--- src/rtl/cov_bist_ctrl_if.sv ---
`default_nettype none
// ============================================================================
// Module   : cov_bist_ctrl_if
// Purpose  : Bundle between the BIST engine and its environment. It carries
//            the stimulus/response wires to the block under test and the
//            run-control/status signals.
// Revision : 1.0  initial release
// ============================================================================
interface cov_bist_ctrl_if #(
  parameter int CNT_W = 4
);
  // run control and status
  logic             start;
  logic             busy;
  logic             done;
  logic             pass;
  logic [CNT_W-1:0] test_cnt;
  logic [CNT_W-1:0] err_cnt;
  logic             fail_valid;
  logic [2:0]       fail_vec;
  // stimulus to, and response from, the block under test
  logic             a_o;
  logic             b_o;
  logic             c_o;
  logic             z_i;

  // BIST engine side
  modport master (
    input  start, z_i,
    output busy, done, pass, test_cnt, err_cnt, fail_valid, fail_vec,
    output a_o, b_o, c_o
  );

  // Environment side: requests runs, reads results, answers with z
  modport slave (
    output start, z_i,
    input  busy, done, pass, test_cnt, err_cnt, fail_valid, fail_vec,
    input  a_o, b_o, c_o
  );
endinterface
`default_nettype wire

--- src/rtl/cov_bist_ctrl.sv ---
`default_nettype none
// ============================================================================
// Module   : cov_bist_ctrl
// Purpose  : Exhaustive BIST engine for z = a & (b | c). Steps {a,b,c} through
//            all 8 combinations, holds each for SETTLE_CYCLES, samples z,
//            compares against the golden function and reports pass/fail,
//            error count and the first failing vector.
// Revision : 1.0  initial release
// ============================================================================
module cov_bist_ctrl #(
  parameter int SETTLE_CYCLES = 1,   // 1..15
  parameter int CNT_W         = 4    // >= 4 so the value 8 fits
) (
  input  logic            clk,
  input  logic            rst_n,
  cov_bist_ctrl_if.master bus
);

  typedef enum logic [1:0] {
    IDLE   = 2'd0,
    SETTLE = 2'd1,
    CHECK  = 2'd2,
    DONE   = 2'd3
  } state_t;

  localparam logic [3:0]       SETTLE_LAST = 4'(SETTLE_CYCLES - 1);
  localparam logic [CNT_W-1:0] CNT_MAX     = '1;
  localparam logic [CNT_W-1:0] CNT_ONE     = CNT_W'(1);

  state_t           state;
  logic [2:0]       vec;          // vector index; doubles as {a,b,c}
  logic [3:0]       settle_cnt;
  logic             busy;
  logic             done;
  logic             pass;
  logic [CNT_W-1:0] test_cnt;
  logic [CNT_W-1:0] err_cnt;
  logic             fail_valid;
  logic [2:0]       fail_vec;

  logic             expected;
  logic             mismatch;
  logic [CNT_W-1:0] err_cnt_next;

  // Golden model on the vector currently driven, and the saturating error
  // count that a CHECK edge would store.
  assign expected     = vec[2] & (vec[1] | vec[0]);
  assign mismatch     = (bus.z_i != expected);
  assign err_cnt_next = (mismatch && (err_cnt != CNT_MAX)) ? err_cnt + CNT_ONE : err_cnt;

  // Run sequencer: all results are registered so they stay stable in DONE.
  always_ff @(posedge clk or negedge rst_n) begin
    if (!rst_n) begin
      state      <= IDLE;
      vec        <= 3'b000;
      settle_cnt <= 4'd0;
      busy       <= 1'b0;
      done       <= 1'b0;
      pass       <= 1'b0;
      test_cnt   <= '0;
      err_cnt    <= '0;
      fail_valid <= 1'b0;
      fail_vec   <= 3'b000;
    end else begin
      case (state)
        // A restart from DONE behaves exactly like a start from IDLE.
        IDLE, DONE: begin
          if (bus.start) begin
            vec        <= 3'b000;
            settle_cnt <= 4'd0;
            test_cnt   <= '0;
            err_cnt    <= '0;
            fail_valid <= 1'b0;
            fail_vec   <= 3'b000;
            busy       <= 1'b1;
            done       <= 1'b0;
            pass       <= 1'b0;
            state      <= SETTLE;
          end
        end

        SETTLE: begin
          settle_cnt <= settle_cnt + 4'd1;
          if (settle_cnt == SETTLE_LAST) begin
            state <= CHECK;
          end
        end

        CHECK: begin
          if (test_cnt != CNT_MAX) begin
            test_cnt <= test_cnt + CNT_ONE;
          end
          err_cnt <= err_cnt_next;
          // Only the first mismatch is captured.
          if (mismatch && !fail_valid) begin
            fail_valid <= 1'b1;
            fail_vec   <= vec;
          end
          if (vec == 3'b111) begin
            busy  <= 1'b0;
            done  <= 1'b1;
            pass  <= (err_cnt_next == '0);
            state <= DONE;
          end else begin
            vec        <= vec + 3'd1;
            settle_cnt <= 4'd0;
            state      <= SETTLE;
          end
        end

        default: state <= IDLE;
      endcase
    end
  end

  assign bus.a_o        = vec[2];
  assign bus.b_o        = vec[1];
  assign bus.c_o        = vec[0];
  assign bus.busy       = busy;
  assign bus.done       = done;
  assign bus.pass       = pass;
  assign bus.test_cnt   = test_cnt;
  assign bus.err_cnt    = err_cnt;
  assign bus.fail_valid = fail_valid;
  assign bus.fail_vec   = fail_vec;

endmodule
`default_nettype wire
--- src/flat_wrapper.sv ---
// flat-port wrapper written by rule: the top's interface ports become plain ports
module cov_bist_ctrl_flat 
#(
  parameter int SETTLE_CYCLES = 1,           
  parameter int CNT_W         = 4                               
)
  (clk, rst_n, bus_start, bus_z_i, bus_busy, bus_done, bus_pass, bus_test_cnt, bus_err_cnt, bus_fail_valid, bus_fail_vec, bus_a_o, bus_b_o, bus_c_o);
  cov_bist_ctrl_if #(.CNT_W(CNT_W)) bus_i ();
  input  logic clk;
  input  logic rst_n;
  input wire logic [$bits(bus_i.start)-1:0] bus_start;
  input wire logic [$bits(bus_i.z_i)-1:0] bus_z_i;
  output wire logic [$bits(bus_i.busy)-1:0] bus_busy;
  output wire logic [$bits(bus_i.done)-1:0] bus_done;
  output wire logic [$bits(bus_i.pass)-1:0] bus_pass;
  output wire logic [$bits(bus_i.test_cnt)-1:0] bus_test_cnt;
  output wire logic [$bits(bus_i.err_cnt)-1:0] bus_err_cnt;
  output wire logic [$bits(bus_i.fail_valid)-1:0] bus_fail_valid;
  output wire logic [$bits(bus_i.fail_vec)-1:0] bus_fail_vec;
  output wire logic [$bits(bus_i.a_o)-1:0] bus_a_o;
  output wire logic [$bits(bus_i.b_o)-1:0] bus_b_o;
  output wire logic [$bits(bus_i.c_o)-1:0] bus_c_o;
  assign bus_i.start = bus_start;
  assign bus_i.z_i = bus_z_i;
  assign bus_busy = bus_i.busy;
  assign bus_done = bus_i.done;
  assign bus_pass = bus_i.pass;
  assign bus_test_cnt = bus_i.test_cnt;
  assign bus_err_cnt = bus_i.err_cnt;
  assign bus_fail_valid = bus_i.fail_valid;
  assign bus_fail_vec = bus_i.fail_vec;
  assign bus_a_o = bus_i.a_o;
  assign bus_b_o = bus_i.b_o;
  assign bus_c_o = bus_i.c_o;
  cov_bist_ctrl #(.SETTLE_CYCLES(SETTLE_CYCLES), .CNT_W(CNT_W)) u_core (.clk(clk), .rst_n(rst_n), .bus(bus_i));
endmodule
--- config.mk ---
export PLATFORM = sky130hd
export DESIGN_NAME = cov_bist_ctrl_flat
export DESIGN_NICKNAME = d
export VERILOG_FILES = /design/src/rtl/cov_bist_ctrl_if.sv /design/src/rtl/cov_bist_ctrl.sv /design/src/flat_wrapper.sv
export SDC_FILE = /design/constraint.sdc
export NUM_CORES = 1
export LEC_CHECK = 0
export CORE_UTILIZATION = 40
export CTS_CLUSTER_SIZE = 10
export DETAILED_ROUTE_END_ITERATION = 8
export GPL_ROUTABILITY_DRIVEN = 0
export GPL_TIMING_DRIVEN = 0
export HOLD_SLACK_MARGIN = 0.15
export PLACE_DENSITY = 0.58
export SLEW_MARGIN = 20
export SYNTH_ARGS = -nofsm -noshare
export SYNTH_HDL_FRONTEND = slang
export SYNTH_SLANG_ARGS = --single-unit
export TNS_END_PERCENT = 10
--- constraint.sdc ---
create_clock -name clk -period 1.9 [get_ports clk]
set_input_delay 0.19 -clock clk [delete_from_list [all_inputs] [get_ports clk]]
set_output_delay 0.19 -clock clk [all_outputs]
set_load 0.02 [all_outputs]
======== Yosys cells after proc, flatten, opt, wreduce, memory -nomap -nowiden ========
Cells that the tools add are included.
storage, ports and cells
  output and inout port bits .............. 18
  logic and storage cells ................. 70
  bits in latches ......................... 0
  bits in writable memories ............... 0
  memories ................................ 0
  memory bits (read-only) ................. 0
  register bits ........................... 24
  bits of input ports ..................... 4
operators by class
  multipliers ............................. 0
  bitwise logic cells ..................... 2
  $add $sub $neg .......................... 4
  reductions and logical operators ........ 15
  divide/modulo/power cells ............... 0
  multiplexer cells ....................... 26
  eq/ne operators ......................... 13
  shift operators ......................... 0
  order comparisons ....................... 0
operators with widths
  kind                                                  count
  two-way mux 4 bit                                     4
  case mux 4 bit (2 select lines)                       2
  adder 4 x 1 -> 4 bit (second input constant)          3
  case mux 3 bit (2 select lines)                       2
  case mux 4 bit (3 select lines)                       1
  AND reduction 3 bit                                   4
  two-way mux 3 bit                                     3
  zero test 4 bit                                       2
  != test 2 x 1 -> 1 bit (second input constant)        4
  != test 4 bit (second input constant)                 2
  case mux 1 bit (2 select lines)                       4
  two-way mux 1 bit                                     6
  two-way mux 2 bit                                     3
  case mux 2 bit (3 select lines)                       1
  AND reduction 2 bit                                   3
  equality test 2 bit (second input constant)           2
  != test 2 bit (second input constant)                 2
  adder 3 x 1 -> 3 bit (second input constant)          1
  equality test 3 bit (second input constant)           1
  equality test 2 x 1 -> 1 bit (second input constant)  1
  logical AND 1 bit                                     2
  zero test 2 bit                                       1
  nonzero test 2 bit                                    1
  OR reduction 2 bit                                    1
  4 further kinds                                       4

======== Longest topological paths before layout ========
Gate-level depths: netlist (run 1).
  word-level depth ........................ 8
  mapped depth ............................ 8
  gate-level depth less buffers ........... 7

======== Least setup slack after synthesis (run 1) ========
OpenSTA, ideal clock, no wires.
  path kind ............................... flip-flop to flip-flop
  from .................................... reg u_core.vec[0]
  to ...................................... reg u_core.err_cnt[2], in the netlist u_core.bus.err_cnt[2]
  stages on the path, launching flop included .. 8
  required time ........................... 1.781 ns
  buffers on the path ..................... 0
  path slack .............................. 0.053 ns
  clock period less this slack ............ 1.847 ns
  arrival time ............................ 1.728 ns
  setup time .............................. 0.119 ns
  path through ............................ dfrtp_1 -> inv_1 -> ha_1 -> nand2b_4 -> xnor2_2 -> and4b_4 -> a21oi_1 -> o21a_1
between the ends
  cells in the longest elaborated chain, start to end .. 6
ends and longest elaborated chain
  element                          line                  source
  start, declared                  cov_bist_ctrl.sv:31   logic [2:0] vec;
  start signal, assigned           cov_bist_ctrl.sv:105  vec <= vec + 3'd1;
  OR 1 bit                         cov_bist_ctrl.sv:47   assign expected = vec[2] & (vec[1] | vec[0]);
  bitwise AND 1 bit                cov_bist_ctrl.sv:47
  != test 1 bit                    cov_bist_ctrl.sv:48   assign mismatch = (bus.z_i != expected);
  logical AND 1 bit                cov_bist_ctrl.sv:49   assign err_cnt_next = (mismatch && (err_cnt != CNT_MAX)) ? err_cnt + CNT_ONE : err_cnt;
  two-way mux 4 bit                cov_bist_ctrl.sv:49
  case mux 4 bit (2 select lines)  cov_bist_ctrl.sv:65   case (state)
  end signal, assigned             cov_bist_ctrl.sv:93   err_cnt <= err_cnt_next;
  end, declared                    cov_bist_ctrl.sv:37   logic [CNT_W-1:0] err_cnt;
Every way passes these cells.
A chain may end at the register's enable or synchronous reset.

======== Final worst setup path (run 1) ========
  from .................................... reg u_core.state[0]
  to ...................................... reg u_core.vec[0]
between the ends
  cells in the longest elaborated chain, start to end .. 4
  elaborated cells on any way between the ends .. 9
  classes of those cells .................. eq/ne: 4; mux: 1; reduce/logical: 4
ends and longest elaborated chain
  element                                                               line                 source
  start, declared                                                       cov_bist_ctrl.sv:30  state_t state;
  start signal, assigned                                                cov_bist_ctrl.sv:54  state <= IDLE;
  start signal, assigned                                                cov_bist_ctrl.sv:78  state <= SETTLE;
  start signal, assigned                                                cov_bist_ctrl.sv:85  state <= CHECK;
  equality test 2 bit or zero test 2 bit (tied branches)                cov_bist_ctrl.sv:65
  OR reduction 2 bit                                                    cov_bist_ctrl.sv:65
  != test 2 bit (no source line) or nonzero test 2 bit (tied branches)  --
  AND reduction 3 bit (no source line)                                  --
Parallel ways exist; a longest one is shown, timed or not.

==> metrics.cfg, run 1 <==
[synth]
synthCells=182
synth_fp_nets=196
syn_area_um2=1580
synth_edf_count=0
yosysWarnings=0
ys_async_sr_fraction=1.00
ys_ff_latch=24
synthFlopType=dfrtp_1
ys_types=42
seq_area_frac_synth=0.379
syn_avg_cell_area_um2=8.70

[die]
die_width_um=64.9
die_area_um2=4210
die_height_um=64.9
num_rows=22
core-area_um2=3720
start_util=0.426
io_pins=22

[critical_path]
cp_max_fo=10
cp.required_ns=2.05
end_kind=register
arrival_ns=1.98
cp-start-kind=register
max_stage_delay_ns=0.41
crit_slowest_cell=dfrtp_1
crit_type=reg -> reg
crit_chain=inv_1, ha_1, nor2b_1, buf_4, nor3_2, mux2_2, nand2_1, o21ai_0

[clock_network]
max-clock-path-buffers=2
clk_latency_ns=0.27
cts-buffers-inserted=3
cts_tree=built
cts_root_buf=clkbuf_8
cts_num_sinks=24
cts.reportedPaths.clkPinSlew_ns=0.09
h-tree-depth=1

[drt]
drt-initial-drc-count=96
drtAntennaViolNets=0
dr.pass1.iters=4
route.detailed.drc=0
viasPerCell=5.67
vias=1452
wl_um=3900
wire_per_inst_um=15.2

[final_layout]
drive_above_1_share=0.101
syn2layout_area_growth_pct=22.5
multi_input_area_um2=928
utilization=0.522
antenna_cells=0
final_cells=256
fin_area_um2=1940
fillers=363
layout.nets=223
seqCellArea_um2=603

[place]
dp_hpwl_um=2780
dp_cells=251
portBuffers=21
place_area_um2=1850

[global_route]
grt_pass1_vias=1317
gr-total-overflow=0
grtUsageTotal=0.201
antenna_found_initial=0
grt_max_degree=25
grt_pass1_wl_um=6470

[power]
power_density_nw_per_um2=1180
power.ir.vdd_worst_uv=528
switching_share=0.444
p_leak_nw=0.815
internal_power_w=0.00127
p_switching_w=0.00101
p_seq_frac=0.325
clockPowerShare=0.161
p_comb_frac=0.515
power_w=0.00228

[hold_path]
min_path_type=in -> async

[sta]
max_freq_ghz=0.548
fin_tns_setup_ns=0
final_max_slew_viol_count=0
fin_crit_sh=0.960
final.min_clock_period_ns=1.82
finalClockSkew_ns=0.00215
slew_headroom=0.621
worst_pin_slew_ns=0.569
setup_viol_count_final=0
rsz0062_at_grt=yes
finalHoldViolCount=0

[run]
drv_cap=0

[run_status]
status=finished clean

cells by family after synthesis:
family / synth area share
multiplexers: 0.0206
adder cells (fa/ha/maj): 0.0791
AO/OA/AOI/OAI: 0.262
XOR/XNOR: 0.0206
flip-flops: 0.379
AND/OR/NAND/NOR: 0.194
buffers and inverters: 0.0443
critical path, delay by kind of cell (launching register included):
family                   cells  cell delay (ns)
AO/OA/AOI/OAI                1             0.09
buffers and inverters        2             0.26
AND/OR/NAND/NOR              3             0.30
adder cells (fa/ha/maj)      1             0.35
multiplexers                 1             0.29
flip-flops                   1             0.41
registers in the layout, summed over array words and instances (netlist names):
register and cells:
u_core.bus.fail_vec 3, u_core.bus.test_cnt 4, u_core.vec 3, u_core.settle_cnt 4, u_core.bus.done 1, u_core.state 2, u_core.bus.fail_valid 1, u_core.bus.busy 1
u_core.bus.pass 1, u_core.bus.err_cnt 4
cells in the mapped netlist (2+ instances only):
master,number,share of area
mux2_2,2,0.014
clkbuf_1,6,0.014
buf_2,2,0.0063
o21ai_0,19,0.060
a21oi_1,11,0.035
o21a_1,4,0.019
o21ai_1,7,0.022
nand2b_1,2,0.0079
a22o_1,5,0.028
o31ai_1,2,0.0095
or3_1,2,0.0079
nand4_1,4,0.016
nor3_1,5,0.016
inv_1,9,0.021
o211ai_1,3,0.014
o31a_1,2,0.011
nor2b_1,3,0.012
dfrtp_1,24,0.38
ha_1,10,0.079
nor2_1,11,0.026
nand2_1,18,0.043
nand3_1,11,0.035
placed cells by master (no fill, tap or decap), drive strengths merged, types with 2 or more instances in the layout:
cell type      instances
buf                    3
a22o                   5
o31a                   2
o31ai                  3
or3                    2
nand2                 18
clkbuf                11
inv                    9
dfrtp                 24
clkdlybuf4s50         20
ha                    10
nand2b                 3
mux2                   2
o211ai                 4
nand4                  4
nor3                   5
nand3                 11
o21ai                 26
nor2                  11
a21oi                 11
o21a                   4
nor2b                  3
final cells by class:
cell class                      instances  share of cell area
Inverter                                9              0.0174
Tap cell                               48              0.0310
Timing Repair Buffer                   22               0.111
Clock buffer                            4              0.0284
Buffer                                  9              0.0219
Multi-Input combinational cell        140               0.479
Sequential cell                        24               0.311
worst paths after layout:
check,start,endpoint,slack (ns),depth (start not counted)
max in group asynchronous,rst_n,u_core.vec[1],1.06,2
setup / recovery,u_core.state[0],u_core.vec[0],0.08,8
setup reg to reg,u_core.state[0],u_core.vec[0],0.08,8
hold reg to reg,u_core.settle_cnt[3],u_core.settle_cnt[3],0.51,1
hold / removal,rst_n,u_core.bus.test_cnt[0],0.43,2
min in group clk,u_core.settle_cnt[3],u_core.settle_cnt[3],0.51,1
what timing repair did:
| item | in CTS | in global routing |
|---|---|---|
| pin swaps | 0 | 0 |
| resized for setup | 3 | 7 |
| buffers inserted | 0 | 0 |
| endpoints found under the hold margin | 24 | 0 |
| hold buffers | 1 | 0 |
| endpoints found under the setup margin | 4 | 17 |
power by group through the flow:
stage / logic [W] / clock network, W / registers (W)
after global placement: 0.00113 / 0 / 0.000738
after global routing: 0.00131 / 0.000388 / 0.000762
after floorplan: 0.000743 / 0 / 0.000785
final: 0.00117 / 0.000367 / 0.000740
after CTS: 0.00117 / 0.000372 / 0.000734
after detailed placement: 0.00115 / 0 / 0.000745
per-stage QoR:
stage | hold WS (ns) | worst slack [ns]
after floorplan | -0.106 | 0.0534
after global placement | 0.483 | -0.0753
after detailed placement | 0.221 | -0.0737
after CTS | 0.458 | 0.0217
after global routing | 0.501 | -0.0983
final | 0.431 | 0.0763
routing by layer:
layer	vias to the layer above	global-route usage	wire length, um
li1	718	-	-
met1	700	0.275	1810
met2	30	0.327	1910
met3	4	0.0299	149
met4	0	0.0556	34
met5	-	0	0
Power figures use the tool's default switching activity.
==> run 2: changes to the inputs <==
- CORE_MARGIN: default -> 2
- SLEW_MARGIN: 20 -> default
==> run 2 against run 1 <==
Effect of this change:
- routed wire length down 1.2%
- sequential cell count unchanged
- core utilization up 0.22 points
- non-clock buffer count up 3
- largest cell class unchanged
- clock skew up 0.0046 ns
- cell area up 1.2%
- via count up 0.34%
==> metrics.cfg, run 2 (synthesized netlist as in run 1, its figures left out) <==
[run_status]
status=finished clean  ; unchanged

[power]
internal_power_w=0.00125  ; was 0.00127 W
p_leak_nw=0.825  ; was 0.815 nW
p_comb_frac=0.536  ; was 0.515
p_seq_frac=0.329  ; was 0.325
power.ir.vdd_worst_uv=672  ; was 528 uV
clockPowerShare=0.135  ; was 0.161
power_density_nw_per_um2=1150  ; was 1180 nW/um2
p_switching_w=0.00101  ; about the same
switching_share=0.446  ; was 0.444

[critical_path]
reg2regPathDepth=6  ; was 8
cp_max_fo=9  ; was 10
reg2reg_from=u_core.bus.err_cnt[0]  ; was u_core.state[0]
crit_path_start=u_core.bus.err_cnt[0]  ; was u_core.state[0]
end_kind=register  ; unchanged
cp.required_ns=2.11  ; was 2.05 ns
crit_type=reg -> reg  ; unchanged
r2r-end=u_core.bus.err_cnt[3]  ; was u_core.vec[0]
cp-endpoint=u_core.bus.err_cnt[3]  ; was u_core.vec[0]
arrival_ns=2.00  ; was 1.98 ns
reg2reg_setup_slack_ns=0.11  ; was 0.08 ns
cp-start-kind=register  ; unchanged

[drt]
drtAntennaViolNets=0  ; unchanged
route.detailed.drc=0  ; unchanged
wl_um=3860  ; was 3900 um
vias=1457  ; was 1452
dr.pass1.iters=4  ; unchanged
wire_per_inst_um=15.0  ; was 15.2 um
drt-initial-drc-count=110  ; was 96
viasPerCell=5.65  ; was 5.67

[clock_network]
cts_num_sinks=24  ; unchanged
h-tree-depth=1  ; unchanged
clk_latency_ns=0.27  ; about the same
cts_tree=built  ; unchanged
cts_root_buf=clkbuf_8  ; unchanged
cts.reportedPaths.clkPinSlew_ns=0.09  ; about the same
holdBufCountCts=0  ; was 1
max-clock-path-buffers=2  ; unchanged
cts-buffers-inserted=3  ; unchanged

[global_route]
grt_max_degree=25  ; unchanged
antenna_found_initial=0  ; unchanged
gr-total-overflow=0  ; unchanged
grt_pass1_vias=1418  ; was 1317
grtUsageTotal=0.193  ; was 0.201
grt_pass1_wl_um=6600  ; was 6470 um

[sta]
fin_crit_sh=0.944  ; was 0.960
final_max_slew_viol_count=0  ; unchanged
finalHoldViolCount=0  ; unchanged
rsz0062_at_grt=yes  ; unchanged
worst_pin_slew_ns=1.08  ; was 0.569 ns
setup_viol_count_final=0  ; unchanged
slew_headroom=0.274  ; was 0.621
max_freq_ghz=0.557  ; was 0.548 GHz
final.min_clock_period_ns=1.79  ; was 1.82 ns
finalClockSkew_ns=0.00671  ; was 0.00215 ns
fin_ws_ns=0.106  ; was 0.0763 ns
holdWs_ns=0.497  ; was 0.431 ns

[die]
die_height_um=66.9  ; was 64.9 um
die_area_um2=4480  ; was 4210 um2
num_rows=22  ; unchanged
core-area_um2=3740  ; was 3720 um2
die_width_um=66.9  ; was 64.9 um
io_pins=22  ; unchanged
start_util=0.423  ; was 0.426

[run]
drv_cap=0  ; unchanged

[place]
place_area_um2=1850  ; about the same
dp_hpwl_um=2770  ; was 2780 um
dp_cells=251  ; unchanged
place_ws_ns=-0.0931  ; was -0.0737 ns
portBuffers=21  ; unchanged

[final_layout]
drive_above_1_share=0.119  ; was 0.101
antenna_cells=0  ; unchanged
syn2layout_area_growth_pct=23.9  ; was 22.5%
final_cells=258  ; was 256
layout_common_cells=22 x dfrtp_1, 21 x clkdlybuf4s50_1, 18 x nand2_1, 17 x o21ai_0  ; was 22 x dfrtp_1, 20 x clkdlybuf4s50_1, 19 x o21ai_0, 18 x nand2_1
top_regs=u_core.bus.err_cnt: 4 flops, u_core.bus.test_cnt: 4 flops, u_core.settle_cnt: 4 flops  ; unchanged
layout.nets=226  ; was 223
fin_area_um2=1960  ; was 1940 um2
final_common_cell=dfrtp_1  ; unchanged

[hold_path]
min_path_type=in -> async  ; unchanged

==> run 2: power by group through the flow <==
stage          Sequential [W]  Combinational, W  Clock [W]
2_1_floorplan        0.000785          0.000743          0
6_report             0.000744           0.00121   0.000305
3_3_place_gp         0.000740           0.00112          0
5_1_grt              0.000760           0.00137   0.000333
4_1_cts              0.000737           0.00117   0.000318
3_5_place_dp         0.000747           0.00115          0
==> run 2: cell type report <==
| class | instances | area (um2) |
|---|---|---|
| clock buffers | 3 | 41.3 |
| multi-input cells | 140 | 940 |
| repair buffers | 25 | 240 |
| well taps | 48 | 60.1 |
| fillers | 380 | 1780 |
| flip-flops and latches | 24 | 603 |
| plain buffers | 9 | 42.5 |
| inverters | 9 | 33.8 |
==> run 2: layer usage <==
layer	vias to the layer above	global-route usage	wire [um]
li1	725	-	-
met3	6	0.0355	169
met4	0	0.0510	67
met1	686	0.244	1750
met5	-	0	0
met2	40	0.338	1880
==> run 2: timing repair <==
item / CTS / global route
pin swaps: 0 / 2
resized for setup: 3 / 12
setup buffers: 0 / 4
setup endpoints to repair: 5 / 14
==> run 2: worst max-delay path: stages (launching register included) <==
cell	delay [ns]
dfrtp_1	0.48
ha_1	0.28
nand3_1	0.22
nand4_1	0.15
or3_1	0.38
nand3_1	0.11
a22o_1	0.13
==> run 2: worst min-delay path by stage <==
stage / from / end / slack (ns) / cells after the start
global placement: u_core.settle_cnt[3] / u_core.settle_cnt[3] / 0.48 / 1
CTS: u_core.settle_cnt[3] / u_core.settle_cnt[3] / 0.49 / 1
global route: u_core.settle_cnt[3] / u_core.settle_cnt[3] / 0.52 / 1
detailed placement: u_core.settle_cnt[3] / u_core.settle_cnt[3] / 0.48 / 1
finish: rst_n / u_core.bus.test_cnt[3] / 0.50 / 1
floorplan: rst_n / u_core.bus.busy / -0.11 / 0
==> run 2: through the flow <==
step,utilization,total power [W],setup TNS (ns)
2_1_floorplan,-,0.00153,0
3_3_place_gp,0.495,0.00186,-0.0808
3_5_place_dp,0.495,0.00190,-0.209
4_1_cts,0.511,0.00223,0
5_1_grt,0.524,0.00246,-0.0924
6_report,0.524,0.00226,0
==> run 3: changes to the inputs <==
==> constraint.sdc (replaced) <==
create_clock -name clk -period 1.9 [get_ports clk]
set_input_delay 0.38 -clock clk [delete_from_list [all_inputs] [get_ports clk]]
set_output_delay 0.38 -clock clk [all_outputs]
set_load 0.02 [all_outputs]
==> results of run 3 <==
The final DEF is identical to that of run 2. Status: finished clean.
Among the figures that moved: setup slack after placement -0.0931 ns -> -0.204 ns; setup slack after layout 0.106 ns -> 0.0983 ns; end point of the critical path u_core.bus.err_cnt[3] -> bus_err_cnt[0]
